<file path="config.mk">
export PLATFORM = sky130hd
export DESIGN_NAME = spi_slave
export DESIGN_NICKNAME = d
export VERILOG_FILES = /design/src/rtl/spi_pkg.sv /design/src/rtl/spi_sync.sv /design/src/rtl/spi_slave.sv
export SDC_FILE = /design/constraint.sdc
export NUM_CORES = 1
export LEC_CHECK = 0
export ABC_AREA = 1
export CAP_MARGIN = 20
export CORE_UTILIZATION = 43
export DETAILED_ROUTE_END_ITERATION = 6
export GPL_TIMING_DRIVEN = 0
export PLACE_DENSITY = 0.65
export SYNTH_ARGS = -nofsm -noshare
export SYNTH_HDL_FRONTEND = slang
export SYNTH_SLANG_ARGS = --single-unit
</file>
<file path="constraint.sdc">
create_clock -name clk -period 2.64 [get_ports clk]
set_input_delay 0.528 -clock clk [delete_from_list [all_inputs] [get_ports clk]]
set_output_delay 0.528 -clock clk [all_outputs]
set_load 0.05 [all_outputs]
</file>
<file path="src/rtl/spi_pkg.sv">
`default_nettype none
// ============================================================================
//  Module   : spi_pkg
//  Brief    : Shared SPI definitions (FSM states, word-width and idle-word
//             defaults) used by both the SPI slave and the SPI master.
//  Revision : 1.0 - initial release
// ============================================================================
package spi_pkg;

  // Transfer FSM: waiting for select, or shifting words while selected
  typedef enum logic [0:0] {
    ST_IDLE  = 1'b0,
    ST_SHIFT = 1'b1
  } spi_state_t;

  // Bits per SPI word unless overridden
  localparam int DEFAULT_DATA_W = 8;

  // Fill bit of the word sent when nothing is queued (all-ones word)
  localparam logic DEFAULT_IDLE_BIT = 1'b1;

endpackage : spi_pkg
`default_nettype wire

</file>
<file path="src/rtl/spi_sync.sv">
`default_nettype none
// ============================================================================
//  Module   : spi_sync
//  Brief    : WIDTH-bit, two-stage synchroniser for asynchronous inputs with
//             a per-bit reset value (synchronous, active-low reset).
//  Revision : 1.0 - initial release
// ============================================================================
module spi_sync #(
  parameter int               WIDTH     = 1,
  parameter logic [WIDTH-1:0] RESET_VAL = '0
) (
  input  logic             clk,
  input  logic             rst,
  input  logic [WIDTH-1:0] d,
  output logic [WIDTH-1:0] q
);

  logic [WIDTH-1:0] meta;

  // Two flops in series; the first may go metastable, the second settles it
  always_ff @(posedge clk) begin
    if (!rst) begin
      meta <= RESET_VAL;
      q    <= RESET_VAL;
    end else begin
      meta <= d;
      q    <= meta;
    end
  end

endmodule : spi_sync
`default_nettype wire

</file>
<file path="src/rtl/spi_slave.sv">
`default_nettype none
// ============================================================================
//  Module   : spi_slave
//  Brief    : SPI mode-0, MSB-first slave, oversampled by clk (SCK <= clk/8).
//             Single-entry TX holding register with valid/ready load, RX word
//             output with a one-cycle valid pulse, back-to-back words.
//             Optional feature macro: SPI_SLAVE_OVERRUN_EN adds rx_ack input
//             and sticky rx_overrun output.
//  Revision : 1.0 - initial release
// ============================================================================
module spi_slave
  import spi_pkg::*;
#(
  parameter int                DATA_W    = DEFAULT_DATA_W,
  parameter logic [DATA_W-1:0] IDLE_WORD = {DATA_W{DEFAULT_IDLE_BIT}}
) (
  input  logic              clk,
  input  logic              rst,
  input  logic              sck,
  input  logic              ss_n,
  input  logic              mosi,
  output logic              miso,
  output logic              miso_oe,
  input  logic [DATA_W-1:0] tx_data,
  input  logic              tx_valid,
  output logic              tx_ready,
  output logic [DATA_W-1:0] rx_data,
  output logic              rx_valid
`ifdef SPI_SLAVE_OVERRUN_EN
  ,
  input  logic              rx_ack,
  output logic              rx_overrun
`endif
);

  localparam int              CNT_W    = (DATA_W > 1) ? $clog2(DATA_W) : 1;
  localparam logic [CNT_W-1:0] LAST_BIT = CNT_W'(DATA_W - 1);

  // Synchronised SPI pins: {ss_n, sck, mosi}, resetting to deselected/idle
  logic [2:0] sync_q;
  logic       ss_s, sck_s, mosi_s;

  spi_sync #(
    .WIDTH     (3),
    .RESET_VAL (3'b100)
  ) u_sync (
    .clk (clk),
    .rst (rst),
    .d   ({ss_n, sck, mosi}),
    .q   (sync_q)
  );

  assign {ss_s, sck_s, mosi_s} = sync_q;

  logic             ss_prev;
  logic             sck_prev;
  logic [1:0]       settle;
  spi_state_t       state;
  logic [DATA_W-1:0] shift_reg;
  logic [CNT_W-1:0] bit_cnt;
  logic             reload_pend;
  logic             hold_full;
  logic [DATA_W-1:0] hold_reg;

  // Previous synchronised samples for edge detection, plus a settle counter
  // so that a select already held low across reset is not taken as a fall
  always_ff @(posedge clk) begin
    if (!rst) begin
      ss_prev  <= 1'b1;
      sck_prev <= 1'b0;
      settle   <= 2'd0;
    end else begin
      ss_prev  <= ss_s;
      sck_prev <= sck_s;
      if (settle != 2'd3) settle <= settle + 2'd1;
    end
  end

  logic ss_fall, ss_rise, sck_rise, sck_fall;
  assign ss_fall  = (settle == 2'd3) && ss_prev && !ss_s;
  assign ss_rise  = ss_s && !ss_prev;
  assign sck_rise = sck_s && !sck_prev;
  assign sck_fall = !sck_s && sck_prev;

  logic              word_done;
  logic              load_now;
  logic [DATA_W-1:0] load_word;
  assign word_done = (state == ST_SHIFT) && !ss_rise && sck_rise && (bit_cnt == LAST_BIT);
  assign load_now  = ((state == ST_IDLE) && ss_fall) ||
                     ((state == ST_SHIFT) && !ss_rise && sck_fall && reload_pend);
  assign load_word = hold_full ? hold_reg : IDLE_WORD;
  assign tx_ready  = !hold_full;

  // TX holding register: a new handshake wins over a simultaneous load,
  // since a load in that cycle necessarily took the idle word
  always_ff @(posedge clk) begin
    if (!rst) begin
      hold_full <= 1'b0;
      hold_reg  <= '0;
    end else if (tx_valid && !hold_full) begin
      hold_full <= 1'b1;
      hold_reg  <= tx_data;
    end else if (load_now) begin
      hold_full <= 1'b0;
    end
  end

  // Transfer FSM with registered miso/miso_oe/rx outputs
  always_ff @(posedge clk) begin
    if (!rst) begin
      state       <= ST_IDLE;
      shift_reg   <= '0;
      bit_cnt     <= '0;
      reload_pend <= 1'b0;
      miso        <= 1'b0;
      miso_oe     <= 1'b0;
      rx_data     <= '0;
      rx_valid    <= 1'b0;
    end else begin
      rx_valid <= 1'b0;
      case (state)
        ST_IDLE: begin
          miso        <= 1'b0;
          miso_oe     <= 1'b0;
          bit_cnt     <= '0;
          reload_pend <= 1'b0;
          if (ss_fall) begin
            state     <= ST_SHIFT;
            shift_reg <= load_word;
            miso      <= load_word[DATA_W-1];
            miso_oe   <= 1'b1;
          end
        end
        ST_SHIFT: begin
          if (ss_rise) begin
            // Deselect discards any partial word
            state       <= ST_IDLE;
            miso        <= 1'b0;
            miso_oe     <= 1'b0;
            bit_cnt     <= '0;
            reload_pend <= 1'b0;
          end else if (sck_rise) begin
            shift_reg <= {shift_reg[DATA_W-2:0], mosi_s};
            if (word_done) begin
              rx_data     <= {shift_reg[DATA_W-2:0], mosi_s};
              rx_valid    <= 1'b1;
              bit_cnt     <= '0;
              reload_pend <= 1'b1;
            end else begin
              bit_cnt <= bit_cnt + 1'b1;
            end
          end else if (sck_fall) begin
            if (reload_pend) begin
              shift_reg   <= load_word;
              miso        <= load_word[DATA_W-1];
              reload_pend <= 1'b0;
            end else begin
              miso <= shift_reg[DATA_W-1];
            end
          end
        end
      endcase
    end
  end

`ifdef SPI_SLAVE_OVERRUN_EN
  logic rx_pending;

  // Sticky overrun: a word completed while the previous one is still unacked
  always_ff @(posedge clk) begin
    if (!rst) begin
      rx_pending <= 1'b0;
      rx_overrun <= 1'b0;
    end else if (word_done) begin
      rx_pending <= 1'b1;
      if (rx_pending && !rx_ack) rx_overrun <= 1'b1;
    end else if (rx_ack) begin
      rx_pending <= 1'b0;
      rx_overrun <= 1'b0;
    end
  end
`endif

endmodule : spi_slave
`default_nettype wire

</file>
Word-level counts from Yosys, hierarchy flattened
Cells that the tools add are included.
Widths: inputs -> output; s select.
{"block": "totals", "ff_bits": 43, "in_bits": 14, "out_inout_bits": 12, "wordCells": 89}
{"block": "classes", "addsub": 2, "eq_ne": 13, "mux": 30, "bitwise_logic": 4, "n_reduce_logical": 25}
{"op": "$mux 8", "count": 6}
{"op": "$pmux 8 s2", "count": 1}
{"op": "$mux 1", "count": 15}
{"op": "$logic_and 1x1->1", "count": 12}
{"op": "$ne 3x1->1 const B", "count": 4}
{"op": "$mux 3", "count": 3}
{"op": "$pmux 1 s2", "count": 4}
{"op": "$reduce_and 4->1", "count": 2}
{"op": "$logic_not 1->1", "count": 6}
{"op": "$ne 2x2->1 const B", "count": 3}
{"op": "$pmux 3 s2", "count": 1}
{"op": "$ne 4x1->1 const B", "count": 1}
{"op": "$ne 4x3->1 const B", "count": 1}
{"op": "$not 1->1", "count": 4}
{"op": "$reduce_and 2->1", "count": 2}
{"op": "$reduce_or 4->1", "count": 1}
{"op": "$add 3x1->3 const B", "count": 1}
{"op": "$eq 3x3->1 const B", "count": 1}
{"op": "$ne 3x3->1 const B", "count": 1}
{"op": "$add 2x1->2 const B", "count": 1}
{"op": "$eq 2x2->1 const B", "count": 1}
{"op": "$ne 2x1->1 const B", "count": 1}
{"op": "$reduce_bool 2->1", "count": 1}
{"op": "$logic_or 1x1->1", "count": 1}

Logic depth before layout (Yosys ltp)
{"block": "logic_depth", "depth_word": 10, "depth_mapped": 8, "ltp_nobuf": 7}

Cells and area by module
A second synthesis with hierarchy kept.
{"block": "hier_totals", "cells_unflattened": 260, "hier_area_um2": 1843.0}
{"module": "spi_slave", "instances": 1, "cells_per_inst": 242, "area_each_um2": 1677.9, "seq_area_each_um2": 740.7}
{"module": "spi_sync", "instances": 1, "cells_per_inst": 18, "area_each_um2": 165.2, "seq_area_each_um2": 120.1}

Least setup slack after synthesis
OpenSTA, ideal clock, no wires.
{"block": "synth_path", "path_type": "reg2reg", "start": "register u_sync.q[1]", "end": "register rx_data[1]", "setup_ns": 0.116, "arrival_ns": 1.164, "t_required_ns": 2.524, "slack_ns": 1.360, "stages_incl_launch_ff": 7, "n_path_buf": 0, "period_less_slack_ns": 1.280, "path_cell_list": "dfxtp_1 > ha_1 > nand3_4 > nor2_8 > inv_4 > nor2_1 > nor2_1"}
{"block": "synth_between", "elab_chain_len": 4}
{"item": "start: declaration", "line": "spi_sync.sv:15", "rtl": "output logic [WIDTH-1:0] q"}
{"item": "start signal: assignment", "line": "spi_sync.sv:27", "rtl": "q <= meta;"}
{"item": "$logic_and 1x1->1 *", "line": "spi_slave.sv:82", "rtl": "assign sck_rise = sck_s && !sck_prev;"}
{"item": "$logic_and 1x1->1 (2 in series)", "line": "spi_slave.sv:88", "rtl": "assign word_done = (state == ST_SHIFT) && !ss_rise && sck_rise && (bit_cnt == LAST_BIT);"}
{"item": "$reduce_and 4->1 (no line) *"}
{"item": "end signal: assignment", "line": "spi_slave.sv:145", "rtl": "rx_data <= {shift_reg[DATA_W-2:0], mosi_s};"}
{"item": "end: declaration", "line": "spi_slave.sv:27", "rtl": "output logic [DATA_W-1:0] rx_data,"}
Every way passes the cells marked *; elsewhere a longest branch is shown, timed or not.
A chain may end at the register's enable or synchronous reset.

Worst setup path in the final report
{"block": "layout_path", "start": "register hold_full", "end": "output tx_ready"}
{"block": "layout_between", "elab_chain_len": 1}
{"item": "start: declaration", "line": "spi_slave.sv:62", "rtl": "logic hold_full;"}
{"item": "start signal: assignment", "line": "spi_slave.sv:98", "rtl": "hold_full <= 1'b0;"}
{"item": "start signal: assignment", "line": "spi_slave.sv:101", "rtl": "hold_full <= 1'b1;"}
{"item": "start signal: assignment", "line": "spi_slave.sv:104", "rtl": "hold_full <= 1'b0;"}
{"item": "$logic_not 1->1", "line": "spi_slave.sv:92", "rtl": "assign tx_ready = !hold_full;"}
{"item": "end: declaration", "line": "spi_slave.sv:26", "rtl": "output logic tx_ready,"}
Every way passes these cells.

==> flow_summary_export.csv <==
group,metric,value,unit
layout,fin_cells,322,
worst_setup_path,r2r_start,"u_sync.q[1]$_SDFF_PN0_",
yosys,synth_compound_gate_area_share,0.1390,
layout,layout-drive-gt1-share,0.1103,
clock_network,hold_buffers,0,
worst_hold_path,min_from,"u_sync.meta[1]$_SDFF_PN0_",
yosys,synth_warnings,0,
yosys,synthCells,240,
sta,worst_slew_pin_slew,0.4993,ns
place,pre_cts_slack,0.8392,ns
worst_setup_path,cp-end-kind,"primary output",
global_route,grt_pass1_vias,1445,
clock_network,cts_max_level,2,
yosys,seq_area_frac_synth,0.4664,
layout,final-seq-area,860.8,µm²
layout,multi_input_area,809.5,µm²
routing,dr.pass1.iters,4,
global_route,grt_pass1_wl,6.589,mm
run_status,status,"completed",
clock_network,clock-sinks,43,
die,die-width,67.51,µm
clock_network,cts_resized,0,
place,hpwl,2.670,mm
place,gp_congestion,0.8186,
worst_setup_path,crit_start,"hold_full$_SDFFE_PN0P_",
worst_setup_path,crit_path_max_fanout,9,
die,die-area,4558,µm²
worst_setup_path,rr_endpoint,"rx_data[1]$_SDFFE_PN0P_",
worst_setup_path,crit_chain,"inv_2, clkdlybuf4s50_1",
run,maxCapViolations,0,
worst_setup_path,cpPeakStageDelay,0.82,ns
yosys,async_reset_ff_frac,0,
pwr,ir_worst_vdd,287.3,µV
global_route,grt.overflow.total,0,
worst_hold_path,hp-class,"flip-flop to flip-flop",
worst_hold_path,hold_end,"u_sync.q[1]$_SDFF_PN0_",
routing,drt_wl_total,3.875,mm
yosys,yosys.area_share.simple,0.2658,
layout,area.growth.synth_to_final,22.03,%
sta,fin_crit,2.130,ns
routing,viasPerCell,4.885,
sta,setup_violations,0,
place,port_buffers,24,
yosys,synth_top_family_by_area,"simple AND/OR/NAND/NOR gates",
sta,fin_skew,0.01042,ns
sta,hold_viol_final,0,
worst_setup_path,crit_slowest_cell,"clkdlybuf4s50_1",
place,place_inst,314,
clock_network,worstSkewPairLatency,0.30,ns
sta,relSlewSlack,0.6661,
die,rows,23,
global_route,grt_max_degree,14,
die,core_area,4058,µm²
worst_setup_path,worstSetupPathType,"flip-flop to primary output",
worst_setup_path,r2r_slack,1.15,ns
sta,drv_slew,0,
yosys,ys_ff_latch,43,
pwr,total_power,1.268,mW
worst_setup_path,arrival,1.60,ns
layout,diodes,0,
pwr,powerDensity,563.1,nW/µm²
yosys,synthesis.area,1846,µm²
yosys,synth_edf_count,0,
clock_network,clkTransAtPathRegs,0.08,ns
routing,ant_nets,0,
yosys,synthMuxAreaShare,0,
die,fp.dieH,67.51,µm
worst_setup_path,cp_data_required_time,2.11,ns
yosys,synth_nets,259,
clock_network,cts_buffers,5,
yosys,synth_fa_ha_area_frac,0.03390,
sta,finalSetupTns,0,ns
routing,route.vias.total,1573,
clock_network,clk_path_buf_depth,2,
die,initial_core_util,0.4548,
layout,nets,290,
routing,wl_per_cell,12.03,µm
sta,rsz0062_at_grt,"no",
yosys,synth_area_per_cell,7.690,µm²
pwr,p_leak,1.058,nW
routing,drc,0,
routing,drt_iter0_drc,56,
sta,maxClockFrequency,469.4,MHz
global_route,grt_use_total,0.1993,
clock_network,post-cts-setup-buffer-count,0,
yosys,synthDistinctLibCells,27,
sta,setup_ws,0.5097,ns
die,pin_count,26,
yosys,synth_flop_cell,"dfxtp_1",
worst_hold_path,worstHoldPathCells,2,
worst_setup_path,start_kind,"flip-flop",
worst_setup_path,reg2reg_depth,6,
yosys,yosys.area_share.xor_xnor,0,
global_route,antenna_found_initial,0,
clock_network,cts_root_buffer,"clkbuf_8",
clock_network,cts_tree,"done",
sta,min_period_over_period,0.8069,
layout,fillerInstances,392,
==> layout by cell type (no fill, tap or decap), types with 2 or more instances in the layout <==
master and n:
inv_2 2, clkbuf_8 8, nor3_1 8, buf_2 4, o21ai_2 3, nand2_2 2, or2_2 2, nor2_1 44
clkdlybuf4s50_1 24, a21oi_1 10, nand4_1 8, nand3_1 6, ha_1 5, dfxtp_1 43, o21ai_0 35, nand2_1 28
inv_1 28
==> cell families after synthesis <==
| family | after synthesis |
|---|---|
| flops | 43 |
| fa+ha+maj | 5 |
| compound gates | 49 |
| buf+inv | 39 |
| simple gates | 104 |
==> per-layer routing <==
metal  vias to the layer above  track usage  share of wire
li1                        834            -              -
met1                       697       0.2617           0.51
met2                        34       0.2958           0.42
met3                         8      0.05574          0.042
met4                         0       0.1011          0.026
met5                         -            0              0
==> cell usage after synthesis, types with 2 or more instances <==
master	count	area, µm²
a21oi_1	10	50.05
buf_2	4	20.02
dfxtp_1	43	860.8
ha_1	5	62.56
inv_1	28	105.1
inv_2	2	7.510
nand2_1	28	105.1
nand2_2	2	12.51
nand3_1	6	30.03
nand4_1	8	50.05
nor2_1	44	165.2
nor3_1	8	40.04
o21ai_0	35	175.2
o21ai_2	3	26.28
or2_2	2	12.51
==> how the worst max path moves through the flow <==
stage                                          to  slack [ns]  depth (start not counted)
after floorplan           rx_data[1]$_SDFFE_PN0P_        1.36                          6
after global placement                   tx_ready        0.85                          2
after detailed placement                 tx_ready        0.84                          2
after CTS                                tx_ready        0.49                          2
after global routing                     tx_ready        0.44                          2
final                                    tx_ready        0.51                          2
==> area by class of cell <==
cell class,instances,area share
Sequential cell,43,0.3822
Multi-Input combinational cell,158,0.3594
Timing Repair Buffer,24,0.1067
Inverter,31,0.05278
Clock buffer,7,0.04278
Tap cell,50,0.02778
Buffer,8,0.02500
Clock inverter,1,0.003333
==> report_power, final <==
part           total, mW  switching, mW  internal (mW)
Clock              0.465          0.227          0.238
Combinational      0.114         0.0650         0.0490
Sequential         0.689         0.0151          0.674
Total               1.27          0.307          0.961
==> stage by stage <==
stage | cell area (µm²) | util | hold WS, ns
floorplan | 1846 | - | 0.3905
global placement | 2148 | 0.5294 | 0.3936
detailed placement | 2148 | 0.5294 | 0.3968
CTS | 2252 | 0.5550 | 0.4153
global route | 2252 | 0.5550 | 0.4333
finish | 2252 | 0.5550 | 0.4139
==> worst max-delay path, delay by kind of cell, from the launching register on <==
kind | cells | cell delay [ns]
buf+inv | 2 | 0.96
flops | 1 | 0.33
No activity file was read; power rests on OpenSTA's default activity.
